<file path="src/rtl/if_stage.sv">
// Instruction-fetch stage: owns the PC, runs the imem request/response handshake
// and loads the IF/ID register with the fetched word and its PC+4.
module if_stage #(
    parameter logic [31:0] RESET_PC  = 32'h0000_0000,
    parameter logic [31:0] NOP_INSTR = 32'h0000_0000
) (
    input  logic        clk,
    input  logic        rst,
    input  logic        stall,
    input  logic        flush,
    input  logic        pcsrc,
    input  logic [31:0] pc_branch,
    output logic        imem_req,
    output logic [31:0] imem_addr,
    input  logic        imem_ready,
    input  logic [31:0] imem_rdata,
    output logic [31:0] o_pc4,
    output logic [31:0] o_instr,
    output logic        o_valid
);

    localparam logic S_REQ = 1'b0;
    localparam logic S_BUF = 1'b1;

    logic        state_q, state_d;
    logic [31:0] pc_q, pc_d;
    logic        pending_q, pending_d;
    logic [31:0] pend_target_q, pend_target_d;
    logic [31:0] buf_instr_q, buf_instr_d;
    logic [31:0] buf_pc4_q, buf_pc4_d;
    logic        valid_q, valid_d;
    logic [31:0] instr_q, instr_d;
    logic [31:0] pc4_q, pc4_d;

    logic [31:0] branch_al;
    logic [31:0] pc_plus4;
    logic        bubble;

    // Low target bits are dropped by masking so every input bit is consumed.
    assign branch_al = pc_branch & ~32'h0000_0003;
    assign pc_plus4  = pc_q + 32'd4;

    assign imem_req  = (state_q == S_REQ) && !rst;
    assign imem_addr = pc_q;
    assign o_valid   = valid_q;
    assign o_instr   = instr_q;
    assign o_pc4     = pc4_q;

    always_comb begin
        state_d       = state_q;
        pc_d          = pc_q;
        pending_d     = pending_q;
        pend_target_d = pend_target_q;
        buf_instr_d   = buf_instr_q;
        buf_pc4_d     = buf_pc4_q;
        valid_d       = valid_q;
        instr_d       = instr_q;
        pc4_d         = pc4_q;
        bubble        = 1'b0;

        if (state_q == S_BUF) begin
            if (flush) begin
                state_d = S_REQ;
                bubble  = 1'b1;
                if (pcsrc) begin
                    pc_d = branch_al;
                end
            end else if (pcsrc) begin
                state_d = S_REQ;
                pc_d    = branch_al;
                bubble  = !stall;
            end else if (!stall) begin
                state_d = S_REQ;
                valid_d = 1'b1;
                instr_d = buf_instr_q;
                pc4_d   = buf_pc4_q;
            end
        end else if (imem_ready) begin
            pending_d = 1'b0;
            // A redirect seen now or while waiting kills the returned word.
            if (pcsrc || pending_q) begin
                pc_d   = pcsrc ? branch_al : pend_target_q;
                bubble = flush || !stall;
            end else begin
                pc_d = pc_plus4;
                if (flush) begin
                    bubble = 1'b1;
                end else if (!stall) begin
                    valid_d = 1'b1;
                    instr_d = imem_rdata;
                    pc4_d   = pc_plus4;
                end else begin
                    buf_instr_d = imem_rdata;
                    buf_pc4_d   = pc_plus4;
                    state_d     = S_BUF;
                end
            end
        end else begin
            if (pcsrc) begin
                pending_d     = 1'b1;
                pend_target_d = branch_al;
            end
            bubble = flush || !stall;
        end

        if (bubble) begin
            valid_d = 1'b0;
            instr_d = NOP_INSTR;
        end
    end

    always_ff @(posedge clk) begin
        if (rst) begin
            state_q       <= S_REQ;
            pc_q          <= RESET_PC;
            pending_q     <= 1'b0;
            pend_target_q <= '0;
            buf_instr_q   <= '0;
            buf_pc4_q     <= '0;
            valid_q       <= 1'b0;
            instr_q       <= NOP_INSTR;
            pc4_q         <= '0;
        end else begin
            state_q       <= state_d;
            pc_q          <= pc_d;
            pending_q     <= pending_d;
            pend_target_q <= pend_target_d;
            buf_instr_q   <= buf_instr_d;
            buf_pc4_q     <= buf_pc4_d;
            valid_q       <= valid_d;
            instr_q       <= instr_d;
            pc4_q         <= pc4_d;
        end
    end

endmodule

</file>
<file path="config.mk">
export PLATFORM = sky130hd
export DESIGN_NAME = if_stage
export DESIGN_NICKNAME = d
export VERILOG_FILES = /design/src/rtl/if_stage.sv
export SDC_FILE = /design/constraint.sdc
export NUM_CORES = 1
export LEC_CHECK = 0
export ABC_AREA = 0
export BUFFER_PORTS_ARGS = -buffer_cell sky130_fd_sc_hd__buf_2
export CAP_MARGIN = 20
export CORE_MARGIN = 2
export CORE_UTILIZATION = 40
export CTS_CLUSTER_DIAMETER = 120
export CTS_CLUSTER_SIZE = 28
export DETAILED_ROUTE_END_ITERATION = 8
export GPL_ROUTABILITY_DRIVEN = 1
export PLACE_DENSITY = 0.63
export SYNTH_ARGS = -nofsm -noshare
export SYNTH_HDL_FRONTEND = slang
export SYNTH_SLANG_ARGS = --single-unit
</file>
<file path="constraint.sdc">
create_clock -name clk -period 2.2 [get_ports clk]
set_input_delay 0.11 -clock clk [delete_from_list [all_inputs] [get_ports clk]]
set_output_delay 0.11 -clock clk [all_outputs]
set_load 0.01 [all_outputs]
</file>
==> key figures <==
Status
  – Status: finished, final reports clean

Global route
  – Total GRT Usage: 21.0%
  – Largest net degree at the start of global routing: 85
  – Antenna violations before repair: 0
  – Number of global-route vias before repair: 7504
  – Grt ovf: 0
  – First-pass GRT wire length: 40.3 mm

Critical path
  – CP arrival: approximately 2.4 ns
  – R2R Setup Slk: between 0.15 and 0.2 ns
  – CP endpoint kind: register
  – Worst setup SP type: register
  – WS Path Type: register to register
  – R2r startpoint: imem_addr[11]
  – Worst Path Required: 2.55 ns
  – Critical Path Fanout Max: 7
  – Worst R2R Path Depth: 6
  – Reg2Reg Capture Point: buf_pc4_q[22]

Timing
  – Setup_tns: 0 ns
  – Final setup viols: 0
  – Fmax: 495 MHz
  – Slew of the pin with the lowest slew margin: about 0.58 ns
  – Worst setup margin: 0.180 ns
  – Clk_skew: 0.0123 ns
  – Final Critical Period: approximately 2.0 ns
  – Tcrit/Tclk final: 91.8%
  – RSZ-0062 raised after global routing: false
  – Hold Vio Cnt, Final: 0
  – Worst rel slew slack: 61.2%
  – Final Max Tran Viols: 0

Cells and area
  – Synthesis-to-finish area growth: 27.4%
  – Final net count: 1375
  – Diodes inserted: 0
  – Layout cell share with drive strength beyond 1: 21.0%
  – Post-Layout Cell Count: 1597
  – Most common cell after layout, fill and taps aside: nand2_1
  – Commonest non-fill, non-tap cells in the layout: nand2_1, dfxtp_1, buf_2
  – Layout fillers: between 2000 and 2500

Routing
  – DRT antenna net count: 0
  – Routed Wire Length: 25.4 mm
  – Iteration-0 DRC Markers: 568
  – Routed vias: roughly 8400
  – Via/cell ratio: 5.23
  – Drt first pass iters: 5
  – Mean routed wirelength per cell: 15.9 µm
  – DRC violations left: 0

Synthesis
  – Post-synthesis simple-gate area fraction: between 20% and 30%
  – Post-synthesis compound-gate area fraction: 21.2%
  – Netlist cell types: 65
  – Syn avg cell area: 8.14 µm²
  – Main combinational cell family by area after synthesis: simple AND/OR/NAND/NOR gates
  – Post-synth net total: 1166
  – Number of synthesized flops with an enable pin: 0
  – Gate Count Post-Synth: 1095
  – Post-Synth XOR/XNOR Area: under 10%
  – Synthesized flop and latch total: between 150 and 200
  – Async S/R FF share, synth: 0%
  – Ys Warns: 0
  – Synthesized-area fraction occupied by adder cells: 0.140%
  – Dominant synthesized flop cell: dfxtp_1
  – Mapped Area: around 0.0089 mm²
  – Post-synthesis mux area share: 4.41%
  – Sequential share of the synthesized area: 43.8%

Clocking
  – CTS Sinks: 195
  – Post-CTS Setup Inserts: 0
  – Worst-path clk slew: 0.08 ns
  – CTS tree: done
  – CTS root buf: clkbuf_16
  – Latest clock arrival within the worst-skew pair: 0.44 ns
  – Htree depth: 4
  – Hold buffer count at CTS: 63
  – Clock Tree Buf Depth: 2
  – TritonCTS buffer count: 17
  – PostCTS Resize Cnt: 0

Placed design
  – Worst slack, placed: 0.200 ns
  – Placed insts: 1502
  – IO buf count: 165
  – Post-DP HPWL: around 17 mm
  – GP Congestion: 0.925

Min path
  – Hold crit path type: input pin to register
  – Worst hold start: pcsrc
  – Hold Path Depth: 3
  – Worst Hold End: pending_q

Pwr
  – Lkg Pwr: 4.39 nW
  – Final Power: a little under 0.008 W
  – Peak supply drop: about 440 µV
  – PD cells: ~700 mW/mm²

Die
  – Die Span X: 153 µm
  – Chip height: about 150 µm
  – Die area: between 0.02 and 0.025 mm²
  – Core Area: 0.0218 mm²
  – Row count: 54
  – Initial core utilization: 40.9%
  – Top-level port count: ~170

Flow run
  – Max-capacitance violation count: 0
==> logic make-up (layout without fill, tap and decap cells) <==
family                     count (synthesis)  count (layout)
muxes                                     38              38
adders and majority gates                  1               1
xor gates and xnor gates                  27              27
DFF                                      195             195
buffers and inverters                     95             317
AOI/OAI and AO/OA                        304             304
and+or+nand+nor                          435             435
==> metrics by stage <==
| stage | util (%) | area (µm²) | hold WS [ns] |
|---|---|---|---|
| 2_1_floorplan | - | 8920 | 0.246 |
| 3_3_place_gp | 46.4 | 10100 | 0.363 |
| 3_5_place_dp | 46.4 | 10100 | 0.369 |
| 4_1_cts | 52.0 | 11400 | 0.0805 |
| 5_1_grt | 52.0 | 11400 | 0.110 |
| 6_report | 52.0 | 11400 | 0.112 |
==> how the worst max path moves through the flow <==
stage,startpoint,end,slack (ns)
2_1_floorplan,imem_addr[3],buf_pc4_q[22],0.20
3_3_place_gp,imem_addr[10],o_pc4[29],0.25
3_5_place_dp,imem_addr[11],buf_pc4_q[22],0.20
4_1_cts,imem_addr[11],buf_pc4_q[22],0.19
6_report,imem_addr[11],buf_pc4_q[22],0.18
5_1_grt,imem_addr[10],imem_addr[26],0.03
==> cell usage after synthesis (all sizes together) (2+ instances only) <==
cell type,number,area [µm²]
a2111oi,2,30.0
a211oi,65,493
a21boi,2,15.0
a21oi,132,661
a221oi,5,43.8
a22o,10,87.6
a22oi,9,67.6
a2bb2oi,2,17.5
a311oi,2,17.5
a31oi,6,37.5
and3,16,106
buf,31,190
clkbuf,54,233
dfxtp,195,3900
inv,10,37.5
mux2i,38,393
nand2,205,782
nand2b,16,100
nand3,23,138
nand4,7,65.1
nor2,115,437
nor2b,5,31.3
nor3,21,131
nor3b,2,15.0
nor4,7,65.1
nor4b,3,32.5
o211ai,6,45.0
o21a,2,15.0
o21ai,38,190
o21bai,5,37.5
o221a,2,22.5
o22ai,14,87.6
or3,12,90.1
xnor2,15,139
xor2,12,105
==> power by group <==
part	leakage, nW	switching [W]	internal, W
clock network	0.296	0.00161	0.00155
logic	2.51	0.000543	0.000404
registers	1.58	0.0000998	0.00364
==> metal layers <==
| layer | vias up | share of wire [%] | global-route usage, % |
|---|---|---|---|
| li1 | 4266 | - | - |
| met1 | 3834 | 48 | 29.7 |
| met2 | 238 | 46 | 33.1 |
| met3 | 19 | 5.6 | 4.17 |
| met4 | 0 | 1.1 | 4.89 |
| met5 | - | 0 | 0 |
==> flip-flops by register name, indices dropped and copies added (netlist names) <==
register       count
buf_instr_q       32
buf_pc4_q         32
imem_addr         32
o_instr           32
o_pc4             32
o_valid            1
pend_target_q     32
pending_q          1
state_q            1
==> worst max-delay path: stages, from the launching register on <==
cell     delay [ns]
dfxtp_1        0.51
nand4_4        0.18
or3_4          0.44
or3_4          0.38
xnor2_2        0.18
nor2_1         0.06
nor3_1         0.18
==> area by class of cell <==
| class | instances | area [µm²] | area share, % |
|---|---|---|---|
| Multi-Input combinational cell | 805 | 4580 | 40.3 |
| Sequential cell | 195 | 3910 | 34.4 |
| Timing Repair Buffer | 275 | 1870 | 16.5 |
| Clock buffer | 17 | 425 | 3.75 |
| Tap cell | 280 | 350 | 3.08 |
| Clock inverter | 15 | 185 | 1.63 |
| Inverter | 10 | 37.5 | 0.331 |
(Power assumes the default switching activity.)
